$ cat src/rtl/serial_adder_if.sv
// Operand/result bundle for serial_adder; master drives operands and start, slave returns results.
// The sub signal exists only when SERIAL_ADDER_SUB_EN is defined.
interface serial_adder_if #(
  parameter int WIDTH = 8
);
  logic             start;
  logic [WIDTH-1:0] a;
  logic [WIDTH-1:0] b;
  logic             cin;
`ifdef SERIAL_ADDER_SUB_EN
  logic             sub;
`endif
  logic             busy;
  logic             done;
  logic [WIDTH-1:0] sum;
  logic             cout;

  modport master (
    output start, a, b, cin,
`ifdef SERIAL_ADDER_SUB_EN
    output sub,
`endif
    input  busy, done, sum, cout
  );

  modport slave (
    input  start, a, b, cin,
`ifdef SERIAL_ADDER_SUB_EN
    input  sub,
`endif
    output busy, done, sum, cout
  );
endinterface

$ cat src/rtl/serial_adder.sv
// Serial adder, CHUNK bits per clock; latency WIDTH/CHUNK cycles start->done; start ignored while busy.
// SERIAL_ADDER_SUB_EN adds a sub select computing a + ~b + 1 (cin ignored).
module serial_adder #(
  parameter int WIDTH = 8,
  parameter int CHUNK = 1
) (
  input logic           clk,
  input logic           rst,
  serial_adder_if.slave bus
);
  localparam int N     = WIDTH / CHUNK;
  localparam int CNT_W = (N > 1) ? $clog2(N) : 1;

  typedef enum logic [1:0] {IDLE, RUN, DONE} state_t;

  state_t           state_q;
  logic [CNT_W-1:0] cnt_q;
  logic [WIDTH-1:0] a_q, b_q, part_q, sum_q;
  logic             carry_q, cout_q, busy_q, done_q;

  logic [CHUNK:0]       slice_sum;
  logic [WIDTH-1:0]     a_d, b_d, part_d, b_cap;
  logic [WIDTH+CHUNK-1:0] part_ext;
  logic [CNT_W-1:0]     cnt_d;
  logic                 carry_d, carry_cap, last;

  // Operands shift right so the active slice is always at the bottom; the
  // result shifts in from the top and is fully aligned after N slices.
  always_comb begin
    slice_sum = {1'b0, a_q[CHUNK-1:0]} + {1'b0, b_q[CHUNK-1:0]} + {{CHUNK{1'b0}}, carry_q};
    a_d       = a_q >> CHUNK;
    b_d       = b_q >> CHUNK;
    part_ext  = {slice_sum[CHUNK-1:0], part_q};
    part_d    = part_ext[WIDTH+CHUNK-1:CHUNK];
    carry_d   = slice_sum[CHUNK];
    cnt_d     = cnt_q + CNT_W'(1);
    last      = (cnt_q == CNT_W'(N - 1));
`ifdef SERIAL_ADDER_SUB_EN
    b_cap     = bus.sub ? ~bus.b : bus.b;
    carry_cap = bus.sub ? 1'b1 : bus.cin;
`else
    b_cap     = bus.b;
    carry_cap = bus.cin;
`endif
  end

  always_ff @(posedge clk) begin
    if (rst) begin
      state_q <= IDLE;
      cnt_q   <= '0;
      a_q     <= '0;
      b_q     <= '0;
      part_q  <= '0;
      carry_q <= 1'b0;
      sum_q   <= '0;
      cout_q  <= 1'b0;
      busy_q  <= 1'b0;
      done_q  <= 1'b0;
    end else begin
      case (state_q)
        IDLE, DONE: begin
          done_q <= 1'b0;
          if (bus.start) begin
            a_q     <= bus.a;
            b_q     <= b_cap;
            carry_q <= carry_cap;
            part_q  <= '0;
            cnt_q   <= '0;
            busy_q  <= 1'b1;
            state_q <= RUN;
          end else begin
            state_q <= IDLE;
          end
        end
        RUN: begin
          a_q     <= a_d;
          b_q     <= b_d;
          part_q  <= part_d;
          carry_q <= carry_d;
          cnt_q   <= cnt_d;
          if (last) begin
            sum_q   <= part_d;
            cout_q  <= carry_d;
            busy_q  <= 1'b0;
            done_q  <= 1'b1;
            state_q <= DONE;
          end
        end
        default: begin
          busy_q  <= 1'b0;
          done_q  <= 1'b0;
          state_q <= IDLE;
        end
      endcase
    end
  end

  assign bus.busy = busy_q;
  assign bus.done = done_q;
  assign bus.sum  = sum_q;
  assign bus.cout = cout_q;
endmodule

$ cat src/flat_wrapper.sv
// flat-port wrapper written by rule: the top's interface ports become plain ports
module serial_adder_flat 
#(
  parameter int WIDTH = 8,
  parameter int CHUNK = 1
)
  (clk, rst, bus_start, bus_a, bus_b, bus_cin, bus_busy, bus_done, bus_sum, bus_cout);
  serial_adder_if #(.WIDTH(WIDTH)) bus_i ();
  input logic clk;
  input logic rst;
  input wire logic [$bits(bus_i.start)-1:0] bus_start;
  input wire logic [$bits(bus_i.a)-1:0] bus_a;
  input wire logic [$bits(bus_i.b)-1:0] bus_b;
  input wire logic [$bits(bus_i.cin)-1:0] bus_cin;
  output wire logic [$bits(bus_i.busy)-1:0] bus_busy;
  output wire logic [$bits(bus_i.done)-1:0] bus_done;
  output wire logic [$bits(bus_i.sum)-1:0] bus_sum;
  output wire logic [$bits(bus_i.cout)-1:0] bus_cout;
  assign bus_i.start = bus_start;
  assign bus_i.a = bus_a;
  assign bus_i.b = bus_b;
  assign bus_i.cin = bus_cin;
  assign bus_busy = bus_i.busy;
  assign bus_done = bus_i.done;
  assign bus_sum = bus_i.sum;
  assign bus_cout = bus_i.cout;
  serial_adder #(.WIDTH(WIDTH), .CHUNK(CHUNK)) u_core (.clk(clk), .rst(rst), .bus(bus_i));
endmodule
$ cat config.mk
export PLATFORM = sky130hd
export DESIGN_NAME = serial_adder_flat
export DESIGN_NICKNAME = d
export VERILOG_FILES = /design/src/rtl/serial_adder_if.sv /design/src/rtl/serial_adder.sv /design/src/flat_wrapper.sv
export SDC_FILE = /design/constraint.sdc
export NUM_CORES = 1
export LEC_CHECK = 0
export CORE_UTILIZATION = 50
export DETAILED_ROUTE_END_ITERATION = 12
export GPL_ROUTABILITY_DRIVEN = 0
export PLACE_DENSITY = 0.77
export SLEW_MARGIN = 20
export SYNTH_ARGS = -nofsm -noshare
export SYNTH_HDL_FRONTEND = slang
export SYNTH_SLANG_ARGS = --single-unit
$ cat constraint.sdc
create_clock -name clk -period 1.6 [get_ports clk]
set_input_delay 0.48 -clock clk [delete_from_list [all_inputs] [get_ports clk]]
set_output_delay 0.48 -clock clk [all_outputs]
set_load 0.02 [all_outputs]
==> results of run 1 <==
worst min path at each step:
stage                             end  slack [ns]
detailed placement  u_core.bus.sum[4]        0.45
global route        u_core.bus.sum[2]        0.48
CTS                 u_core.bus.sum[4]        0.46
finish              u_core.bus.sum[4]        0.46
global placement    u_core.bus.sum[7]        0.44
floorplan           u_core.bus.sum[0]        0.44
synthesized netlist by cell type:
cell | instances | share of area (%)
a311oi_2 | 5 | 4.6
buf_4 | 3 | 1.4
o21ai_0 | 1 | 0.31
nand2b_1 | 3 | 1.2
nand3_1 | 23 | 7.1
dfxtp_1 | 40 | 49
a22oi_1 | 2 | 0.92
nor2_1 | 16 | 3.7
o21a_1 | 1 | 0.46
nand2_1 | 46 | 11
fa_1 | 1 | 1.2
nand3b_1 | 1 | 0.46
a21oi_1 | 24 | 7.4
nor2b_1 | 2 | 0.77
nor3b_1 | 1 | 0.46
a311oi_1 | 8 | 4.3
ha_1 | 2 | 1.5
nor3_1 | 1 | 0.31
clkbuf_1 | 5 | 1.2
buf_2 | 9 | 2.8
cells in the final DEF, fill, tap and decap left out, drive strengths merged:
| master | n |
|---|---|
| nand2 | 46 |
| dfxtp | 40 |
| a21oi | 24 |
| nand3 | 23 |
| clkdlybuf4s50 | 19 |
| nor2 | 16 |
| a311oi | 13 |
| dlygate4sd2 | 11 |
| buf | 9 |
| clkbuf | 6 |
| nand2b | 3 |
| nor2b | 2 |
| a22oi | 2 |
| ha | 2 |
| o21a | 1 |
| nand3b | 1 |
| nor3 | 1 |
| nor3b | 1 |
| o21ai | 1 |
| fa | 1 |
| clkinv | 1 |
| bufinv | 1 |
state kept, by name, summed over array words and instances, names as in the netlist, 2 cells and up:
signal          count
u_core.state_q      2
u_core.bus.sum      8
u_core.a_q          8
u_core.cnt_q        3
u_core.part_q       7
u_core.b_q          8
metal layers:
| layer | track usage, % | share of wire [%] | vias to the layer above |
|---|---|---|---|
| met2 | 39.0 | 49 | 38 |
| li1 | - | - | 723 |
| met5 | 0 | 0 | - |
| met1 | 24.2 | 44 | 668 |
| met4 | 11.6 | 2.2 | 0 |
| met3 | 6.99 | 4.9 | 8 |
metrics by stage:
| stage | instances | hold WS [ns] | util (%) |
|---|---|---|---|
| CTS | 268 | 0.461 | 66.5 |
| global placement | 260 | 0.441 | 64.5 |
| global route | 268 | 0.481 | 66.5 |
| floorplan | 194 | 0.444 | - |
| finish | 268 | 0.457 | 66.5 |
| detailed placement | 260 | 0.446 | 64.5 |
what timing repair did:
action | in CTS | in global routing
setup endpoints to repair | 11 | 0
hold buffers | 0 | 0
gates resized for setup | 11 | 0
hold endpoints to repair | 0 | 0
power by group through the flow:
stage	clock (W)	combinational, W	sequential, W
after floorplan	0	0.000171	0.00109
after global placement	0	0.000259	0.00109
after detailed placement	0	0.000271	0.00110
after CTS	0.000672	0.000270	0.00107
after global routing	0.000716	0.000294	0.00108
final	0.000652	0.000271	0.00107
layout make-up:
cell class                 count  area (um2)  share of cell area (%)
timing repair buffer          39         379                    18.5
clock buffer                   6        41.3                    2.02
multi-input combinational    137         737                    36.0
sequential                    40         801                    39.1
clock inverter                 2        35.0                    1.71
tap                           44        55.1                    2.69
cell families after synthesis:
| kind of cell | Yosys count |
|---|---|
| fa+ha+maj | 3 |
| simple gates | 93 |
| compound gates | 41 |
| buf+inv | 17 |
| flops | 40 |
==> impl_metrics.env, run 1 <==
export IMPL_status="complete, no violations"
export IMPL_grt_max_degree=41
export IMPL_synth_mux_area_share_pct=0
export IMPL_cts_setup_buffers=0
export IMPL_placed_area_um2=1990
export IMPL_post_route_drc_count=0
export IMPL_synth_top_family_by_area="simple AND/OR/NAND/NOR gates"
export IMPL_worstSetupStartpointType="register"
export IMPL_max_stage_delay_ns=0.35
export IMPL_timing_final_crit_period_ns=1.52
export IMPL_r2r_end="u_core.bus.busy"
export IMPL_nFillCells=280
export IMPL_swShare_pct=24.9
export IMPL_grt_usage_pct=22.3
export IMPL_holdPathStages=2
export IMPL_die_w_um=59.0
export IMPL_path_buf_inv=1
export IMPL_rsz0062_at_grt="no"
export IMPL_clk_root_buffer_cell="clkbuf_4"
export IMPL_crit_start="u_core.bus.busy"
export IMPL_cp_cell_sequence="dlygate4sd2_1"
export IMPL_p_clk_share_pct=32.6
export IMPL_io_pins=31
export IMPL_crit_fanout=2
export IMPL_htreeDepth=2
export IMPL_internal_power_w=0.00150
export IMPL_hold_path_class="reg2reg"
export IMPL_cts_num_sinks=40
export IMPL_timing_final_ws_setup_ns=0.0768
export IMPL_crit_end="bus_busy"
export IMPL_synth_compound_area_share_pct=18.0
export IMPL_clockBufferDepth=2
export IMPL_drt_iter0_drc=81
export IMPL_endpoint_kind="output port"
export IMPL_drive_above_1_share_pct=9.38
export IMPL_worstSetupPathType="reg2out"
export IMPL_mappedNetlistArea_um2=1620
export IMPL_design_core_area_um2=3080
export IMPL_first_pass_iters=5
export IMPL_max_vdd_ir_drop_v=0.000586
export IMPL_combPwrFrac_pct=13.6
export IMPL_p_sw_w=0.000498
export IMPL_p_seq_share_pct=53.8
export IMPL_grt_pass1_wl_um=5640
export IMPL_hold_violations=0
export IMPL_place_hpwl_um=2300
export IMPL_synth_net_count=217
export IMPL_rows=20
export IMPL_ant_nets=0
export IMPL_crit_arrival_ns=1.04
export IMPL_wl_per_cell_um=12.8
export IMPL_ys_warn_count=0
export IMPL_worstPathRequired_ns=1.12
export IMPL_fin_skew_ns=0.00866
export IMPL_grt_pass1_vias=1308
export IMPL_die_area_um2=3480
export IMPL_cp_slowest_cell="dfxtp_1"
export IMPL_ys_seq_area_share_pct=49.3
export IMPL_final_cell_area_um2=2050
export IMPL_cts_tree="done"
export IMPL_vias_per_cell=5.36
export IMPL_synth_simple_area_share_pct=24.6
export IMPL_die_y_um=59.0
export IMPL_clk_pin_slew_ns=0.12
export IMPL_drv_cap=0
export IMPL_period_share_pct=95.2
export IMPL_syn_to_final_growth_pct=26.1
export IMPL_setup_viol=0
export IMPL_r2r_setup_slack_ns=0.20
export IMPL_powerDensity_nw_per_um2=975
export IMPL_rr_startpoint="u_core.cnt_q[0]"
export IMPL_setup_tns_ns=0
export IMPL_clock_latency_ns=0.35
export IMPL_path_delay_family="flip-flops"
export IMPL_cp_num_cells=1
export IMPL_total_power_w=0.00200
export IMPL_synth_fa_ha_area_share_pct=2.77
export IMPL_numCtsBuffers=5
export IMPL_nets=246
export IMPL_leakage_nw=0.786
export IMPL_antenna_found_initial=0
export IMPL_fmaxAchievable_mhz=657
export IMPL_routed_wl_um=3420
export IMPL_synth_avg_cell_area_um2=8.37
export IMPL_numPortBuffers=30
export IMPL_maxSlewViolCount=0
export IMPL_synth_seq_cells=40
export IMPL_dp_worst_setup_slack_ns=-0.163
export IMPL_maxSlewHeadroom_pct=76.5
export IMPL_num_vias=1437
export IMPL_synth_xor_area_share_pct=0
export IMPL_initial_core_util_pct=52.8
export IMPL_n_antenna_cell=0
export IMPL_tightest_slew_ns=0.352
export IMPL_synth_cell_types=20
export IMPL_r2r_cells=6
export IMPL_synthCells=194
export IMPL_min_from="u_core.bus.sum[4]"
export IMPL_overflow=0
(Power assumes the default switching activity.)
==> run 2, diff against run 1 <==
--- a/config.mk
+++ b/config.mk
@@ -5,6 +5,7 @@
 export SDC_FILE = /design/constraint.sdc
 export NUM_CORES = 1
 export LEC_CHECK = 0
+export CORE_ASPECT_RATIO = 0.7
 export CORE_UTILIZATION = 50
 export DETAILED_ROUTE_END_ITERATION = 12
 export GPL_ROUTABILITY_DRIVEN = 0
==> run 2 against run 1 <==
Worst hold slack got worse by 0.0020 ns. Clock skew decreased by 0.0021 ns. Sequential power about the same. First-iteration DRC count increased by 30%. Largest power group unchanged. Core utilization increased by 3.7 points. Maximum frequency increased by 1.3%. Clock-buffer cell count decreased by 1. Register-to-register slack improved by 0.02 ns. Clock power increased by 2%. Critical path depth increased by 4.
==> impl_metrics.env, run 2 (synthesis gave the netlist of run 1 again) <==
export IMPL_routed_wl_um=3480
export IMPL_cts_num_sinks=40
export IMPL_die_w_um=70.1
export IMPL_overflow=0
export IMPL_p_clk_share_pct=33.0
export IMPL_period_share_pct=94.0
export IMPL_leakage_nw=0.796
export IMPL_r2r_setup_slack_ns=0.22
export IMPL_nets=245
export IMPL_hold_path_class="reg2reg"
export IMPL_place_hpwl_um=2340
export IMPL_timing_final_crit_period_ns=1.50
export IMPL_holdPathStages=2
export IMPL_clk_root_buffer_cell="clkbuf_8"
export IMPL_combPwrFrac_pct=13.9
export IMPL_die_y_um=49.7
export IMPL_total_power_w=0.00202
export IMPL_cp_slowest_cell="clkdlybuf4s50_1"
export IMPL_max_stage_delay_ns=0.47
export IMPL_clockBufferDepth=2
export IMPL_cts_resized=11
export IMPL_min_from="u_core.bus.sum[3]"
export IMPL_drv_cap=0
export IMPL_ant_nets=0
export IMPL_first_pass_iters=4
export IMPL_design_core_area_um2=2940
export IMPL_initial_core_util_pct=55.2
export IMPL_cts_tree="done"
export IMPL_post_route_drc_count=0
export IMPL_rows=16
export IMPL_numCtsBuffers=5
export IMPL_htreeDepth=2
export IMPL_rsz0062_at_grt="no"
export IMPL_r2r_end="u_core.bus.sum[7]"
export IMPL_internal_power_w=0.00148
export IMPL_grt_usage_pct=22.5
export IMPL_drive_above_1_share_pct=9.42
export IMPL_io_pins=31
export IMPL_r2r_cells=5
export IMPL_crit_fanout=18
export IMPL_worstSetupPathType="in2reg"
export IMPL_cp_cell_sequence="clkdlybuf4s50_1, nor2b_1, buf_12, nand2_1, a311oi_2"
export IMPL_crit_arrival_ns=1.72
export IMPL_fin_skew_ns=0.00660
export IMPL_cts_setup_buffers=0
export IMPL_numPortBuffers=30
export IMPL_rr_startpoint="u_core.cnt_q[0]"
export IMPL_maxSlewViolCount=0
export IMPL_hold_violations=0
export IMPL_max_vdd_ir_drop_v=0.000659
export IMPL_vias_per_cell=5.54
export IMPL_num_vias=1436
export IMPL_tightest_slew_ns=0.372
export IMPL_path_delay_family="buffers and inverters"
export IMPL_setup_tns_ns=0
export IMPL_clock_latency_ns=0.30
export IMPL_n_antenna_cell=0
export IMPL_clk_pin_slew_ns=0.08
export IMPL_whs_endpoint="u_core.bus.sum[3]"
export IMPL_die_area_um2=3480
export IMPL_worstPathRequired_ns=1.81
export IMPL_p_seq_share_pct=53.2
export IMPL_endpoint_kind="register"
export IMPL_drt_iter0_drc=105
export IMPL_p_sw_w=0.000538
export IMPL_grt_pass1_wl_um=6110
export IMPL_worstSetupStartpointType="input port"
export IMPL_fmaxAchievable_mhz=665
export IMPL_mostFrequentLayoutCells="nand2_1, dfxtp_1, a21oi_1, nand3_1, clkdlybuf4s50_1"
export IMPL_maxSlewHeadroom_pct=75.1
export IMPL_ctsHoldBuffers=0
export IMPL_wl_per_cell_um=13.4
export IMPL_syn_to_final_growth_pct=27.3
export IMPL_grt_max_degree=41
export IMPL_path_buf_inv=2
export IMPL_swShare_pct=26.6
export IMPL_placed_area_um2=1990
export IMPL_status="complete, no violations"
export IMPL_antenna_found_initial=0
export IMPL_setup_viol=0
export IMPL_holdWs_ns=0.455
export IMPL_final_cell_area_um2=2070
export IMPL_powerDensity_nw_per_um2=977
export IMPL_final_common_cell="nand2_1"
export IMPL_grt_pass1_vias=1374
==> run 2: area by class of cell <==
cell class / instances / area, um2
clock buffers: 5 / 68.8
multi-input cells: 137 / 737
clock inverters: 3 / 18.8
fillers: 231 / 876
well taps: 36 / 45.0
repair buffers: 38 / 397
flip-flops and latches: 40 / 801
==> run 2: worst max path at each step <==
stage / from / endpoint / slack, ns / depth (start not counted)
after global placement: bus_start / u_core.b_q[6] / -0.14 / 5
after CTS: bus_start / u_core.b_q[5] / 0.10 / 5
after global routing: bus_start / u_core.b_q[6] / 0.02 / 5
final: bus_start / u_core.b_q[5] / 0.1 / 5
after detailed placement: bus_start / u_core.b_q[6] / -0.22 / 5
after floorplan: bus_start / u_core.a_q[5] / 0.32 / 5
==> run 2: tightest hold or removal path, delay by kind of cell, from the launching register on <==
kind	cells	cell delay, ns
and+or+nand+nor	1	0.05
AOI/OAI and AO/OA	1	0.05
DFF	1	0.31
==> run 2: power by group through the flow <==
stage          registers (W)  clock network, W  logic (W)
6_report             0.00107          0.000666   0.000280
5_1_grt              0.00108          0.000717   0.000307
4_1_cts              0.00107          0.000676   0.000280
3_5_place_dp         0.00110                 0   0.000280
3_3_place_gp         0.00109                 0   0.000271
2_1_floorplan        0.00109                 0   0.000171
==> run 2: through the flow <==
step / util, % / setup WS (ns) / std cells
3_5_place_dp: 67.7 / -0.218 / 251
3_3_place_gp: 67.7 / -0.137 / 251
6_report: 70.2 / 0.0956 / 259
5_1_grt: 70.2 / 0.0250 / 259
2_1_floorplan: - / 0.318 / 194
4_1_cts: 70.2 / 0.101 / 259
==> run 2: routing by layer <==
metal,track usage (%),part of all wire [%]
met3,4.91,4.4
met2,36.7,46
met4,11.0,2.0
met1,28.4,48
met5,0,0
